$ cat src/rtl/rrp_otf_conv_pkg.sv
// Shared types and width helpers for the rRp on-the-fly converter.
// Holds the FSM state encoding and the digit/result width functions.
package rrp_otf_conv_pkg;

    typedef enum logic {
        COLLECT = 1'b0,
        HOLD    = 1'b1
    } otf_state_e;

    // Bits per radix digit
    function automatic int otf_k(input int radix);
        return $clog2(radix);
    endfunction

    // Signed digit width
    function automatic int otf_d(input int radix);
        return $clog2(radix) + 1;
    endfunction

    // Signed result width
    function automatic int otf_ow(input int radix, input int ndig);
        return $clog2(radix) * ndig + 1;
    endfunction

endpackage

$ cat src/rtl/rrp_otf_conv_step.sv
// One combinational on-the-fly conversion step: (Q, QM, d) -> (Q', QM').
// Ports: i_q/i_qm current registers, i_d signed digit,
//        o_q/o_qm next registers, o_illegal digit was the -RADIX code.
module rrp_otf_conv_step
    import rrp_otf_conv_pkg::*;
#(
    parameter int  RADIX = 4,
    parameter int  NDIG  = 7,
    localparam int K     = otf_k(RADIX),
    localparam int D     = otf_d(RADIX),
    localparam int OW    = otf_ow(RADIX, NDIG)
) (
    input  logic [OW-1:0] i_q,
    input  logic [OW-1:0] i_qm,
    input  logic [D-1:0]  i_d,
    output logic [OW-1:0] o_q,
    output logic [OW-1:0] o_qm,
    output logic          o_illegal
);

    logic [K-1:0]    w_b;
    logic [K-1:0]    w_bm1;
    logic [OW-K-1:0] w_q_sh;
    logic [OW-K-1:0] w_qm_sh;
    logic            w_neg;
    logic            w_zero;

    assign w_b     = i_d[K-1:0];
    assign w_bm1   = w_b - K'(1);
    assign w_q_sh  = i_q[OW-K-1:0];
    assign w_qm_sh = i_qm[OW-K-1:0];
    assign w_neg   = i_d[K];
    assign w_zero  = (i_d == '0);

    // The -RADIX code has b=0 and is folded through the d<0 path.
    assign o_illegal = (i_d == {1'b1, {K{1'b0}}});

    always_comb begin
        o_q  = {w_q_sh, w_b};
        o_qm = {w_q_sh, w_bm1};
        unique case (1'b1)
            w_neg: begin
                o_q  = {w_qm_sh, w_b};
                o_qm = {w_qm_sh, w_bm1};
            end
            w_zero: begin
                o_q  = {w_q_sh, {K{1'b0}}};
                o_qm = {w_qm_sh, {K{1'b1}}};
            end
            default: begin
                o_q  = {w_q_sh, w_b};
                o_qm = {w_q_sh, w_bm1};
            end
        endcase
    end

endmodule

$ cat src/rtl/rrp_otf_conv.sv
// Serial MSDF signed-digit to two's-complement converter (Q/QM form).
// Ports: i_clk, i_rst (sync high), i_in_valid/o_in_ready/i_in_digit in,
//        o_out_valid/i_out_ready/o_out_value/o_out_err result out.
module rrp_otf_conv
    import rrp_otf_conv_pkg::*;
#(
    parameter int  RADIX = 4,
    parameter int  NDIG  = 7,
    localparam int D     = otf_d(RADIX),
    localparam int OW    = otf_ow(RADIX, NDIG)
) (
    input  logic          i_clk,
    input  logic          i_rst,
    input  logic          i_in_valid,
    output logic          o_in_ready,
    input  logic [D-1:0]  i_in_digit,
    output logic          o_out_valid,
    input  logic          i_out_ready,
    output logic [OW-1:0] o_out_value,
    output logic          o_out_err
);

    localparam int          CW   = (NDIG > 1) ? $clog2(NDIG) : 1;
    localparam logic [CW-1:0] LAST = CW'(NDIG - 1);

    otf_state_e     r_state;
    logic [CW-1:0]  r_cnt;
    logic [OW-1:0]  r_q;
    logic [OW-1:0]  r_qm;
    logic           r_err;
    logic [OW-1:0]  r_value;
    logic           r_out_err;

    logic [OW-1:0]  w_q_nx;
    logic [OW-1:0]  w_qm_nx;
    logic           w_ill;

    rrp_otf_conv_step #(
        .RADIX (RADIX),
        .NDIG  (NDIG)
    ) u_step (
        .i_q       (r_q),
        .i_qm      (r_qm),
        .i_d       (i_in_digit),
        .o_q       (w_q_nx),
        .o_qm      (w_qm_nx),
        .o_illegal (w_ill)
    );

    assign o_in_ready  = (r_state == COLLECT);
    assign o_out_valid = (r_state == HOLD);
    assign o_out_value = r_value;
    assign o_out_err   = r_out_err;

    always_ff @(posedge i_clk) begin
        if (i_rst) begin
            r_state   <= COLLECT;
            r_cnt     <= '0;
            r_q       <= '0;
            r_qm      <= '1;
            r_err     <= 1'b0;
            r_value   <= '0;
            r_out_err <= 1'b0;
        end else begin
            unique case (r_state)
                COLLECT: begin
                    if (i_in_valid) begin
                        r_q   <= w_q_nx;
                        r_qm  <= w_qm_nx;
                        r_err <= r_err | w_ill;
                        if (r_cnt == LAST) begin
                            r_value   <= w_q_nx;
                            r_out_err <= r_err | w_ill;
                            r_cnt     <= '0;
                            r_state   <= HOLD;
                        end else begin
                            r_cnt <= r_cnt + CW'(1);
                        end
                    end
                end
                HOLD: begin
                    // Converter state is cleared on hand-off so the next
                    // word starts from Q=0, QM=-1.
                    if (i_out_ready) begin
                        r_state <= COLLECT;
                        r_cnt   <= '0;
                        r_q     <= '0;
                        r_qm    <= '1;
                        r_err   <= 1'b0;
                    end
                end
                default: r_state <= COLLECT;
            endcase
        end
    end

endmodule

$ cat config.mk
export PLATFORM = sky130hd
export DESIGN_NAME = rrp_otf_conv
export DESIGN_NICKNAME = d
export VERILOG_FILES = /design/src/rtl/rrp_otf_conv_pkg.sv /design/src/rtl/rrp_otf_conv_step.sv /design/src/rtl/rrp_otf_conv.sv
export SDC_FILE = /design/constraint.sdc
export NUM_CORES = 1
export LEC_CHECK = 0
export ABC_CLOCK_PERIOD_IN_PS = 1800
export CORE_ASPECT_RATIO = 1.25
export CORE_UTILIZATION = 30
export DETAILED_ROUTE_END_ITERATION = 10
export PLACE_DENSITY_LB_ADDON = 0.1
export SYNTH_ARGS = -nofsm -noshare
export SYNTH_HDL_FRONTEND = slang
export SYNTH_SLANG_ARGS = --single-unit
$ cat constraint.sdc
create_clock -name i_clk -period 1.8 [get_ports i_clk]
set_clock_uncertainty 0.2 [all_clocks]
set_input_delay 0.27 -clock i_clk [delete_from_list [all_inputs] [get_ports i_clk]]
set_output_delay 0.27 -clock i_clk [all_outputs]
set_load 0.02 [all_outputs]
==> results.yml, run 1 <==
outcome:
  status: "completed"
setup_path:
  critical_path_arrival_ns: 1.25
  reg2reg_setup_slack_ns: 0.25
  r2r_start: "r_cnt[1]"
  critPathTopFamily: "buffers and inverters"
  cp-start-kind: "flip-flop"
  worst_path_max_delay_cell: "clkdlybuf4s50_1"
  ff2ff_path_depth: 4
  r2r_end: "o_out_err"
  critical_path.cell_chain: "clkdlybuf4s50_1"
  cp_max_fo: 2
  cp_num_buf_inv: 1
  worst_ep_required_time_ns: 1.33
  cpPeakStageDelay_ns: 0.60
  criticalPathCategory: "reg2out"
  cp-end-kind: "primary output"
logic_synthesis:
  synthTopCellsByArea: "dfxtp_1 (46%), mux2i_1 (6.4%), nor3_1 (5.6%), a2bb2oi_1 (5.2%), a21oi_1 (4.9%)"
  synth.distinct_cells: 33
  synth_enable_flop_cells: 0
  yosysWarnings: 0
  mappedNetlistArea_sq_mm: 0.00204
  synthFlopType: "dfxtp_1"
  synth_top_cell_by_area: "dfxtp_1"
  ys_seq_area_frac: 0.461
  synthArstFlopShare: 0
  avgSynthCellArea_sq_um: 9.86
  ys_ff_latch: 47
  syn_nets: 215
  synth.top_cell.area_share: 0.461
  syn_inst: 207
clock_network:
  cts_made_buffers: 5
  cts_sinks: 47
  cts_max_path_buffers: 2
  cts-root-buf: "clkbuf_8"
  clkTransAtPathRegs_ns: 0.09
  ctsHtreeMaxLevel: 2
  holdBufCountCts: 0
  clock_latency_ns: 0.30
  tritoncts: "built"
  postCtsSetupBuffers: 0
global_route:
  antenna_found_initial: 0
  grt_max_degree: 22
  overflow: 0
  track_usage: 0.158
  grt_pass1_vias: 1618
  grt_pass1_wl_mm: 8.34
timing:
  final_hold_viol_count: 0
  worst_pin_slew_ns: 0.270
  hold_slack_ns: 0.296
  rsz0062_at_grt: "false"
  finalCritPeriodShare: 0.956
  max-slew-margin-rel: 0.816
  layout_min_cycle_time_ns: 1.72
  max_freq_ghz: 0.581
  slew_violations: 0
  setup_viol: 0
pwr:
  clockPowerShare: 0.398
  intPower_w: 0.00179
  leakagePower_nw: 1.00
  pwr-share-comb: 0.122
  power.switching_w: 0.000541
  power.share.switching: 0.232
  p_per_area_mw_per_mm2: 874
  ir_drop_v: 0.000314
  seqPwrFrac: 0.480
floorplanning:
  dieArea_sq_mm: 0.00714
  initial_core_util: 0.311
  core.rowCount: 33
  fp.coreArea_sq_mm: 0.00657
  io_pins: 25
  die_w_microns: 75.8
  die_h_microns: 94.2
placed_design:
  gp_congestion: 0.722
  io_buffers: 24
  placed_cell_area_sq_mm: 0.00252
  dp_hpwl_mm: 3.49
cells_and_area:
  syn_to_final_growth_pct: 30.5
  post-route-util: 0.406
  n_antenna_cell: 0
  drive_gt1_frac: 0.198
  stdcell_area_sq_mm: 0.00266
  final_cell_mix: "dfxtp_1 (46), buf_4 (24), nor3_1 (23)"
  layout_commonest_cell: "dfxtp_1"
  nNetsFinal: 254
drt:
  routedWlPerCell_microns: 14.9
  drtAntennaViolNets: 0
  wl_met2_mm: 2.26
  wl_met1_mm: 2.52
  drt-initial-drc-count: 86
  vias_per_cell: 4.97
  drt_first_pass_iters: 4
  vias: 1661
  highest-signal-layer: "met4"
  totalWireLength_mm: 4.99
  drc: 0
  met3_length_microns: 137
hold_path:
  hold_path.class: "reg2reg"
  min_to: "r_err"
  hold_start: "r_err"
  min_path_cells: 2
job:
  max-cap-violations: 0
[cell usage after synthesis (2+ instances only)]
cell	count
dfxtp_1	47
nor3_1	23
a21oi_1	20
nor2_1	17
mux2i_1	13
a2bb2oi_1	12
a22oi_1	11
mux2_2	8
buf_2	7
clkbuf_1	6
buf_4	5
a32oi_1	4
inv_1	4
nand2b_1	4
a311oi_2	3
mux2_1	3
nand4_1	3
nand2_1	2
[logic make-up after synthesis]
| logic type | after synthesis | synth area share |
|---|---|---|
| compound gates | 57 | 0.205 |
| simple gates | 53 | 0.131 |
| flops | 47 | 0.461 |
| mux | 25 | 0.135 |
| buf+inv | 24 | 0.0613 |
| fa+ha+maj | 1 | 0.00613 |
[power groups by stage]
stage               combinational [W]  clock (W)  sequential, W
floorplan                    0.000184          0        0.00113
global placement             0.000287          0        0.00114
detailed placement           0.000285          0        0.00114
CTS                          0.000286   0.000950        0.00112
global route                 0.000314   0.000998        0.00113
finish                       0.000284   0.000926        0.00112
[flip-flops by register name (all words and copies together) (netlist names)]
name,count
r_qm,13
r_err,1
r_cnt,3
r_q,13
o_out_err,1
o_out_value,15
o_out_valid,1
[worst reg2reg max path, stage by stage, from the launching register on]
cell,delay [ns]
dfxtp_1,0.45
and4bb_1,0.26
buf_4,0.23
a21oi_1,0.11
a311oi_2,0.23
[repair_timing]
item / CTS / global route
gates resized for setup: 4 / 2
setup endpoints to repair: 2 / 2
endpoints found under the hold margin: 0 / 0
pin swaps: 0 / 0
cloned: 0 / 0
[layer usage]
metal | GRT usage | vias to the layer above
li1 | - | 839
met4 | 0.0556 | 0
met5 | 0 | -
met3 | 0.0322 | 6
met2 | 0.235 | 34
met1 | 0.221 | 782
[worst max-delay path by stage]
| stage | slack, ns | endpoint | cells past startpoint | startpoint |
|---|---|---|---|---|
| after global placement | -0.19 | r_qm[12] | 7 | i_in_digit[0] |
| final | 0.08 | o_out_value[10] | 1 | o_out_value[10] |
| after global routing | 0.01 | o_out_value[14] | 1 | o_out_value[14] |
| after detailed placement | -0.18 | r_qm[12] | 7 | i_in_digit[0] |
| after floorplan | 0.20 | r_qm[10] | 5 | o_out_valid |
| after CTS | 0.05 | o_out_value[13] | 1 | o_out_value[13] |
[area by class of cell]
| cell class | count | area (sq um) |
|---|---|---|
| inverters | 5 | 18.8 |
| flip-flops and latches | 47 | 945 |
| well taps | 87 | 109 |
| multi-input cells | 136 | 977 |
| clock buffers | 6 | 72.6 |
| repair buffers | 51 | 480 |
| clock inverters | 2 | 60.1 |
| fillers | 669 | 3900 |
[stage by stage]
step                power [W]  worst slack [ns]  TNS [ns]  cells
finish                0.00233            0.0798         0    334
global route          0.00244            0.0142         0    334
CTS                   0.00235            0.0471         0    334
detailed placement    0.00143            -0.184     -4.08    326
global placement      0.00143            -0.186     -3.76    326
floorplan             0.00132             0.200         0    207
No activity file was read; power rests on OpenSTA's default activity.
==> inputs of run 2 (changes only) <==
--- a/config.mk
+++ b/config.mk
@@ -10,6 +10,7 @@
 export CORE_UTILIZATION = 30
 export DETAILED_ROUTE_END_ITERATION = 10
 export PLACE_DENSITY_LB_ADDON = 0.1
+export SETUP_SLACK_MARGIN = 0.02
 export SYNTH_ARGS = -nofsm -noshare
 export SYNTH_HDL_FRONTEND = slang
 export SYNTH_SLANG_ARGS = --single-unit
==> results.yml, run 2 (synthesis results as in run 1) <==
pwr:
  pwr-share-comb: 0.122
  intPower_w: 0.00179
  ir_drop_v: 0.000314
  clockPowerShare: 0.397
  power.switching_w: 0.000538
  power.share.switching: 0.232
  leakagePower_nw: 1.04
  p_per_area_mw_per_mm2: 871
  seqPwrFrac: 0.481
  fin_total_pwr_w: 0.00232
cells_and_area:
  largest_reg_flops: 15
  seq_area_sq_um: 945
  drive_gt1_frac: 0.198
  layout_commonest_cell: "dfxtp_1"
  nNetsFinal: 254
  final_cells: 334
  stdcell_area_sq_mm: 0.00267
  syn_to_final_growth_pct: 30.7
  fillers: 667
  n_antenna_cell: 0
  final_cell_mix: "dfxtp_1 (46), buf_4 (24), nor3_1 (23)"
  multi_input_area_sq_um: 977
timing:
  max_freq_ghz: 0.581
  rsz0062_at_grt: "false"
  finalCritPeriodShare: 0.956
  max-slew-margin-rel: 0.816
  setup_viol: 0
  final_hold_viol_count: 0
  hold_slack_ns: 0.296
  fin_setup_tns_ns: 0
  layout_min_cycle_time_ns: 1.72
  slew_violations: 0
  worst_pin_slew_ns: 0.270
setup_path:
  worst_ep_required_time_ns: 1.33
  cp_num_buf_inv: 1
  cpPeakStageDelay_ns: 0.60
  cp-start-kind: "flip-flop"
  r2r_start: "r_cnt[1]"
  ff2ff_path_depth: 4
  worst_path_max_delay_cell: "clkdlybuf4s50_1"
  startpoint: "o_out_value[10]"
  reg2reg_setup_slack_ns: 0.25
  criticalPathCategory: "reg2out"
  cp_max_fo: 2
  critPathTopFamily: "buffers and inverters"
  critical_path.cell_chain: "clkdlybuf4s50_1"
  r2r_end: "o_out_err"
  cp-end-kind: "primary output"
  critical_path_arrival_ns: 1.25
drt:
  drtAntennaViolNets: 0
  vias: 1660
  drc: 0
  drt_first_pass_iters: 4
  totalWireLength_mm: 4.99
  vias_per_cell: 4.97
  drt-initial-drc-count: 82
  routedWlPerCell_microns: 14.9
floorplanning:
  fp.coreArea_sq_mm: 0.00657
  dieArea_sq_mm: 0.00714
  initial_core_util: 0.311
  die_w_microns: 75.8
  core.rowCount: 33
  io_pins: 25
  die_h_microns: 94.2
clock_network:
  cts_sinks: 47
  ctsHtreeMaxLevel: 2
  cts_made_buffers: 5
  clkTransAtPathRegs_ns: 0.09
  clock_latency_ns: 0.30
  tritoncts: "built"
  cts-root-buf: "clkbuf_8"
  cts_max_path_buffers: 2
global_route:
  grt_pass1_wl_mm: 8.34
  grt_max_degree: 22
  antenna_found_initial: 0
  grt_pass1_vias: 1618
  overflow: 0
  track_usage: 0.158
hold_path:
  min_path_cells: 1
  hold_start: "r_qm[11]"
  min_to: "r_qm[11]"
  hold_path.class: "reg2reg"
placed_design:
  gp_congestion: 0.722
  placed_cell_area_sq_mm: 0.00252
  io_buffers: 24
  dp_cells: 326
  dp_hpwl_mm: 3.49
job:
  max-cap-violations: 0
outcome:
  status: "completed"
-- run 2: area by class of cell --
class | instances | area share
clock buffer | 6 | 0.0272
clock inverter | 2 | 0.0225
inverter | 5 | 0.00704
multi-input combinational | 136 | 0.366
sequential | 47 | 0.354
tap | 87 | 0.0408
timing repair buffer | 51 | 0.182
-- run 2: metal layers --
layer / global-route usage / wire [microns]
met4: 0.0556 / 72
met5: 0 / 0
met1: 0.221 / 2470
met2: 0.235 / 2280
met3: 0.0322 / 170
-- run 2: how the worst max path moves through the flow --
| stage | endpoint | slack [ns] | cells past startpoint |
|---|---|---|---|
| 6_report | o_out_value[10] | 0.08 | 1 |
| 5_1_grt | o_out_value[10] | 0.02 | 1 |
| 4_1_cts | o_out_value[13] | 0.05 | 1 |
| 3_5_place_dp | r_qm[12] | -0.18 | 7 |
| 3_3_place_gp | r_qm[12] | -0.19 | 7 |
| 2_1_floorplan | r_qm[10] | 0.20 | 5 |
-- run 2: repair_timing --
action	in CTS	in global routing
setup buffers	0	0
hold buffers	0	0
gates resized for setup	4	4
endpoints found under the hold margin	0	0
setup endpoints to repair	2	4
-- run 2: stage by stage --
stage                     setup slack, ns   util
final                              0.0794  0.406
after global routing               0.0209  0.406
after CTS                          0.0471  0.405
after detailed placement           -0.184  0.384
after global placement             -0.186  0.384
after floorplan                     0.200      -
-- run 2: power groups by stage --
| stage | logic, W | registers, W | clock network, W |
|---|---|---|---|
| floorplan | 0.000184 | 0.00113 | 0 |
| global placement | 0.000287 | 0.00114 | 0 |
| detailed placement | 0.000285 | 0.00114 | 0 |
| CTS | 0.000286 | 0.00112 | 0.000950 |
| global route | 0.000314 | 0.00113 | 0.000998 |
| finish | 0.000284 | 0.00112 | 0.000923 |
